[config.mk]
export PLATFORM = sky130hd
export DESIGN_NAME = risc_sequencer
export DESIGN_NICKNAME = d
export VERILOG_FILES = /design/src/rtl/risc_sequencer.sv
export SDC_FILE = /design/constraint.sdc
export NUM_CORES = 1
export LEC_CHECK = 0
export BUFFER_PORTS_ARGS = -buffer_cell sky130_fd_sc_hd__buf_2
export CELL_PAD_IN_SITES_DETAIL_PLACEMENT = 1
export CELL_PAD_IN_SITES_GLOBAL_PLACEMENT = 1
export CORE_MARGIN = 8
export CORE_UTILIZATION = 35
export DETAILED_ROUTE_END_ITERATION = 8
export GPL_ROUTABILITY_DRIVEN = 1
export HOLD_SLACK_MARGIN = 0.12
export PLACE_DENSITY_LB_ADDON = 0.1
export SLEW_MARGIN = 20
export SYNTH_ARGS = -nofsm -noshare
export SYNTH_HDL_FRONTEND = slang
export SYNTH_SLANG_ARGS = --single-unit
export TNS_END_PERCENT = 1
[constraint.sdc]
create_clock -name clk -period 1.9 [get_ports clk]
set_input_delay 0.095 -clock clk [delete_from_list [all_inputs] [get_ports clk]]
set_output_delay 0.095 -clock clk [all_outputs]
set_load 0.03 [all_outputs]
[src/rtl/risc_sequencer.sv]
`default_nettype none
// ============================================================================
// Module  : risc_sequencer
// Brief   : VeriRISC 8-phase sequencer with sticky halt and a saturating
//           retired-instruction counter. Optional macro STEP_EN adds
//           step_mode/step single-step inputs.
// Revision: 1.0 - initial release
// ============================================================================
module risc_sequencer #(
  parameter int OPC_W  = 3,
  parameter int ICNT_W = 16
) (
  input  logic              clk,
  input  logic              rst_,
`ifdef STEP_EN
  input  logic              step_mode,
  input  logic              step,
`endif
  input  logic [OPC_W-1:0]  opcode,
  input  logic              zero,
  output logic              sel,
  output logic              rd,
  output logic              ld_ir,
  output logic              inc_pc,
  output logic              ld_pc,
  output logic              ld_ac,
  output logic              wr,
  output logic              data_e,
  output logic              halt,
  output logic [2:0]        phase,
  output logic [ICNT_W-1:0] icnt
);

  typedef enum logic [2:0] {
    PH_INST_ADDR  = 3'd0,
    PH_INST_FETCH = 3'd1,
    PH_INST_LOAD  = 3'd2,
    PH_IDLE       = 3'd3,
    PH_OP_ADDR    = 3'd4,
    PH_OP_FETCH   = 3'd5,
    PH_ALU_OP     = 3'd6,
    PH_STORE      = 3'd7
  } phase_e;

  localparam logic [OPC_W-1:0] OP_HLT = OPC_W'(0);
  localparam logic [OPC_W-1:0] OP_SKZ = OPC_W'(1);
  localparam logic [OPC_W-1:0] OP_ADD = OPC_W'(2);
  localparam logic [OPC_W-1:0] OP_AND = OPC_W'(3);
  localparam logic [OPC_W-1:0] OP_XOR = OPC_W'(4);
  localparam logic [OPC_W-1:0] OP_LDA = OPC_W'(5);
  localparam logic [OPC_W-1:0] OP_STO = OPC_W'(6);
  localparam logic [OPC_W-1:0] OP_JMP = OPC_W'(7);

  phase_e              phase_q, phase_d;
  logic                halted_q, halted_d;
  logic [ICNT_W-1:0]   icnt_q, icnt_d;

  logic w_gate;
  logic w_advance;
  logic w_aluop;

  // w_gate qualifies both phase advance and the one-shot load/write strobes.
`ifdef STEP_EN
  assign w_gate = step_mode ? step : 1'b1;
`else
  assign w_gate = 1'b1;
`endif

  assign w_advance = ~halted_q & w_gate;
  assign w_aluop   = (opcode == OP_ADD) | (opcode == OP_AND) |
                     (opcode == OP_XOR) | (opcode == OP_LDA);

  always_ff @(posedge clk or negedge rst_) begin
    if (!rst_) begin
      phase_q  <= PH_INST_ADDR;
      halted_q <= 1'b0;
      icnt_q   <= '0;
    end else begin
      phase_q  <= phase_d;
      halted_q <= halted_d;
      icnt_q   <= icnt_d;
    end
  end

  always_comb begin
    phase_d  = phase_q;
    halted_d = halted_q;
    icnt_d   = icnt_q;
    if (w_advance) begin
      phase_d = phase_e'(phase_q + 3'd1);
      if (phase_q == PH_OP_ADDR && opcode == OP_HLT) begin
        halted_d = 1'b1;
      end
      // HLT never reaches PH_STORE, so it is never counted.
      if (phase_q == PH_STORE && icnt_q != {ICNT_W{1'b1}}) begin
        icnt_d = icnt_q + ICNT_W'(1);
      end
    end
  end

  always_comb begin
    sel    = 1'b0;
    rd     = 1'b0;
    ld_ir  = 1'b0;
    inc_pc = 1'b0;
    ld_pc  = 1'b0;
    ld_ac  = 1'b0;
    wr     = 1'b0;
    data_e = 1'b0;
    if (!halted_q) begin
      case (phase_q)
        PH_INST_ADDR: begin
          sel = 1'b1;
        end
        PH_INST_FETCH: begin
          sel = 1'b1;
          rd  = 1'b1;
        end
        PH_INST_LOAD, PH_IDLE: begin
          sel   = 1'b1;
          rd    = 1'b1;
          ld_ir = w_gate;
        end
        PH_OP_ADDR: begin
          inc_pc = w_gate;
        end
        PH_OP_FETCH: begin
          rd = w_aluop;
        end
        PH_ALU_OP: begin
          rd     = w_aluop;
          inc_pc = (opcode == OP_SKZ) & zero & w_gate;
          ld_pc  = (opcode == OP_JMP) & w_gate;
          data_e = (opcode == OP_STO);
        end
        PH_STORE: begin
          rd     = w_aluop;
          ld_ac  = w_aluop & w_gate;
          ld_pc  = (opcode == OP_JMP) & w_gate;
          wr     = (opcode == OP_STO) & w_gate;
          data_e = (opcode == OP_STO);
        end
        default: ;
      endcase
    end
  end

  assign halt  = halted_q;
  assign phase = phase_q;
  assign icnt  = icnt_q;

endmodule
`default_nettype wire

==> results of run 1 <==
-- report_power, final --
| group | internal [mW] | switching, mW | total (mW) |
|---|---|---|---|
| combinational | 0.309 | 0.545 | 0.854 |
| clock | 0.117 | 0.127 | 0.244 |
| sequential | 0.516 | 0.116 | 0.633 |
| total | 0.942 | 0.789 | 1.73 |
-- per-layer routing --
layer / part of all wire / vias to the layer above / track usage
li1: - / 438 / -
met1: 0.48 / 430 / 0.138
met5: 0 / - / 0
met2: 0.46 / 18 / 0.164
met4: 0.0049 / 0 / 0.0267
met3: 0.060 / 2 / 0.0316
-- cell families (layout without fill, tap and decap cells) --
group,count (synthesis),in the layout
xor+xnor,16,16
flops,20,20
mux,3,3
simple gates,47,47
fa+ha+maj,6,6
compound gates,7,7
buf+inv,6,44
-- critical path, cell delays in order (launching register included) --
cell and delay [ps]:
dfrtp_1 470, ha_1 190, ha_1 190, nand2b_4 100, a21oi_2 320, mux2_2 380
-- flip-flops by register name (all words and copies together) (netlist names) --
register / cells
phase: 3
icnt: 16
halt: 1
-- Yosys cell counts, types with 3 or more instances --
master / instances / area [sq um]
ha_1: 6 / 75.1
nand4_1: 4 / 25.0
nor3_1: 5 / 25.0
nand2_1: 8 / 30.0
inv_1: 4 / 15.0
nor2_1: 9 / 33.8
nand3_1: 8 / 40.0
dfrtp_1: 20 / 500
xor2_1: 4 / 35.0
xnor2_1: 12 / 105
mux2_2: 3 / 33.8
-- per-stage QoR --
stage,instance area [sq um],cells
2_1_floorplan,1140,105
3_3_place_gp,1350,182
3_5_place_dp,1350,182
4_1_cts,1400,187
5_1_grt,1400,187
6_report,1400,187
-- layout make-up --
cell class / count / area, sq um / share of cell area
well taps: 44 / 55.1 / 0.0394
clock buffers: 4 / 36.3 / 0.0260
flip-flops and latches: 20 / 500 / 0.358
inverters: 4 / 15.0 / 0.0108
multi-input cells: 79 / 599 / 0.429
repair buffers: 36 / 190 / 0.136
-- final timing paths --
kind	startpoint	to	depth (start not counted)
max in group asynchronous	rst_	icnt[1]$_DFFE_PN0P_	2
min in group asynchronous	rst_	halt$_DFF_PN0_	2
max	phase[1]$_DFFE_PN0N_	icnt[1]$_DFFE_PN0P_	5
max reg2reg	phase[1]$_DFFE_PN0N_	icnt[1]$_DFFE_PN0P_	5
min reg2reg	icnt[15]$_DFFE_PN0P_	icnt[15]$_DFFE_PN0P_	1
min	opcode[0]	halt$_DFF_PN0_	3
-- repair_timing --
action / 4_1_cts / 5_1_grt
hold buffers: 1 / 0
buffers inserted: 0 / 0
endpoints found under the hold margin: 20 / 0
setup endpoints to repair: 0 / 0
==> results.py, run 1 <==
metrics = {
    "synth": {
        "synth_xor_area_frac": 0.124,
        "yosysSeqAreaShare": 0.442,
        "synthAdderAreaFrac": 0.0664,
        "ys.flop_type": "dfrtp_1",
        "async_flop_share": 1.00,
        "synth_top_family_by_area": "simple AND/OR/NAND/NOR gates",
        "netlist_instances": 105,
        "synth_area_sq_um": 1130,
        "yosys.area_share.simple": 0.251,
        "synthMuxAreaShare": 0.0299,
        "ys_seq_elements": 20,
        "synth-compound-area-share": 0.0531,
        "ys_types": 28,
        "synth_enable_flop_cells": 0,
        "synth_nets": 117,
        "avgSynthCellArea_sq_um": 10.8,
        "ys_warn_count": 0,
    },
    "routing": {
        "vias": 888,
        "drt_iter0_drc": 22,
        "drc": 0,
        "via_per_inst": 4.75,
        "drt_wl_total_mm": 2.66,
        "dr.pass1.iters": 4,
        "wire_per_inst_microns": 14.2,
        "antenna_left": 0,
    },
    "finish": {
        "mostFrequentLayoutCell": "buf_2",
        "nNetsFinal": 156,
        "final_cell_mix": "buf_2, dfrtp_1, xnor2_1",
        "area_delta_synth_final_pct": 23.5,
        "final_util": 0.457,
        "drive_above_1_share": 0.357,
        "diodes": 0,
        "fill_cells": 379,
    },
    "sta": {
        "max_slew_margin": 0.696,
        "whs_ps": 168,
        "grt_setup_unrepaired": "no",
        "finalSetupViolCount": 0,
        "worstMarginPinSlew_ps": 456,
        "fmax_ghz": 0.570,
        "setup_ws_ps": 144,
        "finClkSkew_ps": 0.840,
        "min_period_ps": 1760,
        "min_period_over_period": 0.924,
        "setup_tns_ps": 0,
        "drv_slew": 0,
        "finalHoldViolCount": 0,
    },
    "die": {
        "die_w_microns": 72.8,
        "core_region_area_sq_um": 3050,
        "num_io_pins": 34,
        "die-area_sq_um": 5310,
        "std_cell_rows": 20,
        "start_util": 0.370,
        "die_y_microns": 72.8,
    },
    "pwr": {
        "p_leak_nw": 0.679,
        "ir_drop_mv": 0.769,
        "fin_total_pwr_mw": 1.73,
        "powerDensity_nw_per_um2": 1240,
    },
    "setup_path": {
        "crit_fanout": 8,
        "crit_arrival_ps": 1950,
        "ff2ff_setup_slack_ps": 140,
        "crit_path_start_kind": "register",
        "critPathKind": "reg2reg",
        "critPathRequiredTime_ps": 2090,
        "cp-end-kind": "register",
    },
    "global_routing": {
        "grt_max_degree": 21,
        "grt_pass1_wl_mm": 4.54,
        "grt_pass1_vias": 936,
        "antenna_found_initial": 0,
        "overflow": 0,
        "grt_usage": 0.105,
    },
    "clocking": {
        "ctsHtreeMaxLevel": 1,
        "clock_latency_ps": 290,
        "ctsResizeCount": 0,
        "cts_root_buf": "clkbuf_4",
        "clk_pin_slew_ps": 110,
        "cts.sinks": 20,
        "cts_buffers": 3,
        "cts_tree": "done",
        "clock_path_buffers": 2,
    },
    "placed_design": {
        "io_buffers": 33,
        "dp_slack_ps": 132,
        "dp_hpwl_mm": 2.17,
        "place_congestion": 0.760,
    },
    "status": {
        "status": "complete, no violations",
    },
    "run": {
        "cap_violations": 0,
    },
    "hold_path": {
        "hold_path_class": "in2reg",
    },
}
Power figures use the tool's default switching activity.
==> run 2, diff against run 1 <==
--- a/config.mk
+++ b/config.mk
@@ -14,6 +14,7 @@
 export GPL_ROUTABILITY_DRIVEN = 1
 export HOLD_SLACK_MARGIN = 0.12
 export PLACE_DENSITY_LB_ADDON = 0.1
+export REMOVE_ABC_BUFFERS = 1
 export SLEW_MARGIN = 20
 export SYNTH_ARGS = -nofsm -noshare
 export SYNTH_HDL_FRONTEND = slang
==> run 2 against run 1 <==
Effect of this change:
- sequential share of layout area is 0.32 points higher
- critical path depth stayed put
- global-route usage is 0.91 points higher
- routed wire length is 4.2% higher
- cell area is 0.90% lower
- via count is 2.5% higher
- critical endpoint is now wr
- power is 3.7% lower
- die area stayed put
- utilization is 0.41 points lower
- maximum frequency is 1.4% higher
- setup slack better by 25 ps
==> results.py, run 2 (synthesis gave the netlist of run 1 again) <==
metrics = {
    "status": {
        "status": "complete, no violations",
    },
    "hold_path": {
        "hp-start": "opcode[0]",
        "hold_depth": 3,
        "holdPathEnd": "halt$_DFF_PN0_",
        "hold_path_class": "in2reg",
    },
    "die": {
        "die_w_microns": 72.8,
        "die_y_microns": 72.8,
        "core_region_area_sq_um": 3050,
        "std_cell_rows": 20,
        "start_util": 0.370,
        "die-area_sq_um": 5310,
        "num_io_pins": 34,
    },
    "clocking": {
        "ctsResizeCount": 0,
        "clk_pin_slew_ps": 110,
        "cts.sinks": 20,
        "cts_root_buf": "clkbuf_4",
        "clock_path_buffers": 2,
        "cts_tree": "done",
        "cts_buffers": 3,
        "clock_latency_ps": 300,
        "ctsHtreeMaxLevel": 1,
    },
    "routing": {
        "drt_iter0_drc": 28,
        "via_per_inst": 4.87,
        "drc": 0,
        "antenna_left": 0,
        "drt_wl_total_mm": 2.77,
        "dr.pass1.iters": 4,
        "vias": 910,
        "wire_per_inst_microns": 14.8,
    },
    "finish": {
        "final_cell_area_sq_um": 1380,
        "multiInputGateArea_sq_um": 593,
        "mostFrequentLayoutCell": "buf_2",
        "final_util": 0.453,
        "fin_cells": 187,
        "diodes": 0,
        "final_cell_mix": "buf_2, dfrtp_1, xnor2_1",
        "area_delta_synth_final_pct": 22.3,
        "fill_cells": 382,
        "nNetsFinal": 157,
        "largest_reg_flops": 16,
        "drive_above_1_share": 0.350,
        "seqCellArea_sq_um": 500,
    },
    "setup_path": {
        "cpMostUsedCell": "ha_1",
        "ff2ff_setup_slack_ps": 190,
        "slowest_delay_ps": 470,
        "r2r-end": "icnt[14]$_DFFE_PN0P_",
        "crit_fanout": 7,
        "critPathSlowestCell": "dfrtp_1",
        "path_cells": "ha_1 > ha_1 > nand2b_4 > nor3_1 > buf_2",
        "critPathKind": "reg2out",
        "cp-end-kind": "output port",
        "reg2reg_depth": 6,
        "crit-reg2reg-launch": "phase[1]$_DFFE_PN0N_",
        "crit_path_start_kind": "register",
        "crit_arrival_ps": 1640,
        "critPathRequiredTime_ps": 1800,
    },
    "placed_design": {
        "io_buffers": 33,
        "dp_slack_ps": 184,
        "dp_hpwl_mm": 2.22,
        "placed_area_sq_um": 1350,
        "place_congestion": 0.737,
        "place_inst": 183,
    },
    "sta": {
        "finalSetupViolCount": 0,
        "setup_tns_ps": 0,
        "fmax_ghz": 0.578,
        "drv_slew": 0,
        "max_slew_margin": 0.684,
        "finalHoldViolCount": 0,
        "min_period_ps": 1730,
        "grt_setup_unrepaired": "no",
        "worstMarginPinSlew_ps": 474,
        "finClkSkew_ps": 4.45,
        "setup_ws_ps": 169,
        "min_period_over_period": 0.911,
    },
    "pwr": {
        "powerDensity_nw_per_um2": 1200,
        "ir_drop_mv": 0.517,
        "p_leak_nw": 0.676,
    },
    "run": {
        "cap_violations": 0,
    },
    "global_routing": {
        "overflow": 0,
        "grt_usage": 0.115,
        "grt_pass1_wl_mm": 4.86,
        "grt_pass1_vias": 1029,
        "antenna_found_initial": 0,
        "grt_max_degree": 21,
    },
}
## run 2: repair_timing
| item | in CTS | in global routing |
|---|---|---|
| hold buffers | 1 | 0 |
| hold endpoints to repair | 20 | 0 |
| setup buffers | 0 | 0 |
## run 2: worst max-delay path: cells and delay by family, from the launching register on
| family | cells | cell delay (ps) |
|---|---|---|
| flops | 1 | 470 |
| buf+inv | 1 | 230 |
| simple gates | 2 | 260 |
| fa+ha+maj | 2 | 370 |
## run 2: worst max-delay path by stage
stage	start	to	depth (start not counted)
2_1_floorplan	halt$_DFF_PN0_	data_e	2
3_3_place_gp	phase[1]$_DFFE_PN0N_	icnt[14]$_DFFE_PN0P_	6
3_5_place_dp	phase[1]$_DFFE_PN0N_	icnt[15]$_DFFE_PN0P_	7
4_1_cts	phase[1]$_DFFE_PN0N_	wr	5
5_1_grt	phase[1]$_DFFE_PN0N_	icnt[12]$_DFFE_PN0P_	6
6_report	phase[1]$_DFFE_PN0N_	wr	5
## run 2: power breakdown
group | switching (mW) | internal, mW | total (mW) | leakage [nW]
combinational | 0.496 | 0.299 | 0.795 | 0.399
clock | 0.131 | 0.0740 | 0.205 | 0.0138
sequential | 0.150 | 0.516 | 0.666 | 0.264
total | 0.777 | 0.889 | 1.67 | 0.676
## run 2: metal layers
layer  track usage  up-vias  share of wire
met5             0        -              0
met4        0.0400        0          0.012
met3        0.0330        5          0.074
met2         0.196       27           0.46
met1         0.132      433           0.45
li1              -      445              -
## run 2: stage by stage
step           power (mW)  hold slack, ps
3_3_place_gp         1.46            71.7
4_1_cts              1.70             152
5_1_grt              1.80             179
2_1_floorplan        1.21            -201
3_5_place_dp         1.50            88.9
6_report             1.67             159
## run 2: layout make-up
type | count | area share
inverters | 4 | 0.0108
multi-input cells | 79 | 0.429
clock buffers | 3 | 0.0163
repair buffers | 37 | 0.143
flip-flops and latches | 20 | 0.362
well taps | 44 | 0.0398
==> run 3, diff against run 2 <==
--- a/config.mk
+++ b/config.mk
@@ -8,7 +8,7 @@
 export BUFFER_PORTS_ARGS = -buffer_cell sky130_fd_sc_hd__buf_2
 export CELL_PAD_IN_SITES_DETAIL_PLACEMENT = 1
 export CELL_PAD_IN_SITES_GLOBAL_PLACEMENT = 1
-export CORE_MARGIN = 8
+export CORE_MARGIN = 2
 export CORE_UTILIZATION = 35
 export DETAILED_ROUTE_END_ITERATION = 8
 export GPL_ROUTABILITY_DRIVEN = 1
==> constraint.sdc (replaced) <==
create_clock -name clk -period 1.6 [get_ports clk]
set_input_delay 0.08 -clock clk [delete_from_list [all_inputs] [get_ports clk]]
set_output_delay 0.08 -clock clk [all_outputs]
set_load 0.03 [all_outputs]
==> run 3 against run 2 <==
Effect of this change:
- clock power is 12% higher
- flip-flop and latch count unchanged
- critical path depth is 1 lower
- worst hold slack better by 4.9 ps
- critical path type unchanged
==> results.py, run 3 (synthesis gave the netlist of run 1 again) <==
metrics = {
    "routing": {
        "drt_wl_total_mm": 2.83,
        "antenna_left": 0,
        "vias": 979,
        "drt_iter0_drc": 20,
        "wire_per_inst_microns": 13.9,
        "drc": 0,
        "dr.pass1.iters": 4,
        "via_per_inst": 4.80,
    },
    "pwr": {
        "powerDensity_nw_per_um2": 1380,
        "ir_drop_mv": 0.692,
        "p_leak_nw": 0.762,
    },
    "finish": {
        "diodes": 0,
        "final_cell_mix": "buf_2, buf_4, dfrtp_1",
        "largest_reg_flops": 16,
        "fill_cells": 372,
        "drive_above_1_share": 0.463,
        "nNetsFinal": 174,
        "area_delta_synth_final_pct": 39.2,
        "seqCellArea_sq_um": 500,
        "multiInputGateArea_sq_um": 636,
        "mostFrequentLayoutCell": "buf_2",
        "final_cell_area_sq_um": 1570,
    },
    "global_routing": {
        "grt_pass1_vias": 1027,
        "grt_max_degree": 21,
        "grt_pass1_wl_mm": 4.38,
        "antenna_found_initial": 0,
        "grt_usage": 0.161,
        "overflow": 0,
    },
    "clocking": {
        "cts_root_buf": "clkbuf_4",
        "cts.sinks": 20,
        "ctsHtreeMaxLevel": 1,
        "cts_buffers": 3,
        "clock_path_buffers": 2,
        "cts_tree": "done",
        "clock_latency_ps": 300,
        "cts_setup_buffers": 0,
        "clk_pin_slew_ps": 100,
    },
    "die": {
        "num_io_pins": 34,
        "core_region_area_sq_um": 3050,
        "die_y_microns": 60.8,
        "std_cell_rows": 20,
        "die-area_sq_um": 3700,
        "start_util": 0.370,
        "die_w_microns": 60.8,
    },
    "sta": {
        "finClkSkew_ps": 9.10,
        "grt_setup_unrepaired": "yes",
        "min_period_over_period": 0.995,
        "min_period_ps": 1590,
        "max_slew_margin": 0.689,
        "finalSetupViolCount": 0,
        "fmax_ghz": 0.628,
        "whs_ps": 164,
        "finalHoldViolCount": 0,
        "drv_slew": 0,
        "setup_ws_ps": 7.95,
        "worstMarginPinSlew_ps": 467,
    },
    "setup_path": {
        "critPathRequiredTime_ps": 1520,
        "crit_start": "halt$_DFF_PN0_",
        "crit-reg2reg-launch": "icnt[0]$_DFFE_PN0P_",
        "ff2ff_setup_slack_ps": 30,
        "crit_path_start_kind": "register",
        "critPathKind": "reg2out",
        "crit_arrival_ps": 1510,
        "cp-end-kind": "output port",
        "critPathCapture": "data_e",
        "r2r-end": "icnt[14]$_DFFE_PN0P_",
        "reg2reg_depth": 7,
        "crit_fanout": 9,
    },
    "placed_design": {
        "placed_area_sq_um": 1480,
        "io_buffers": 33,
        "dp_hpwl_mm": 2.16,
        "place_congestion": 0.683,
        "dp_slack_ps": -12.2,
    },
    "hold_path": {
        "hold_path_class": "in2reg",
    },
    "status": {
        "status": "complete, no violations",
    },
    "run": {
        "cap_violations": 0,
    },
}
## run 3: area by class of cell
class,count,area share
multi-input cells,79,0.404
clock buffers,3,0.0143
repair buffers,54,0.219
flip-flops and latches,20,0.318
well taps,44,0.0350
inverters,4,0.00954
## run 3: repair_timing
item | CTS | global route
endpoints found under the setup margin | 5 | 15
hold buffers | 1 | 0
endpoints found under the hold margin | 20 | 0
pin swaps | 2 | 2
resized for setup | 7 | 9
## run 3: worst min-delay path by stage
stage,endpoint,slack (ps),cells past startpoint,from
2_1_floorplan,halt$_DFF_PN0_,-220,0,rst_
3_3_place_gp,halt$_DFF_PN0_,60,1,rst_
3_5_place_dp,icnt[14]$_DFFE_PN0P_,60,1,rst_
4_1_cts,halt$_DFF_PN0_,160,3,opcode[0]
5_1_grt,halt$_DFF_PN0_,180,3,opcode[0]
6_report,halt$_DFF_PN0_,160,3,opcode[0]
## run 3: metrics by stage
| stage | TNS (ps) | power (mW) | utilization | std cells |
|---|---|---|---|---|
| 2_1_floorplan | -2440 | 1.43 | - | 103 |
| 5_1_grt | -550 | 2.34 | 0.516 | 204 |
| 3_5_place_dp | -17.6 | 1.91 | 0.484 | 200 |
| 4_1_cts | -48.6 | 2.17 | 0.504 | 204 |
| 3_3_place_gp | 0 | 1.87 | 0.484 | 200 |
| 6_report | 0 | 2.18 | 0.516 | 204 |
## run 3: worst max-delay path, cell delays in order, from the launching register on
cell and delay [ps]:
dfrtp_1 400, buf_4 180, nand2b_1 190, nor4b_2 260, buf_4 200
## run 3: power breakdown
| group | total [mW] | leakage, nW | switching, mW | internal, mW |
|---|---|---|---|---|
| Clock | 0.230 | 0.0138 | 0.143 | 0.0877 |
| Sequential | 0.688 | 0.264 | 0.0740 | 0.614 |
| Combinational | 1.26 | 0.485 | 0.744 | 0.516 |
## run 3: layer usage
| metal | track usage | wire [microns] | vias to the layer above |
|---|---|---|---|
| met3 | 0.0192 | 114 | 4 |
| li1 | - | - | 479 |
| met2 | 0.298 | 1480 | 27 |
| met1 | 0.187 | 1210 | 469 |
| met4 | 0.0652 | 33 | 0 |
| met5 | 0 | 0 | - |
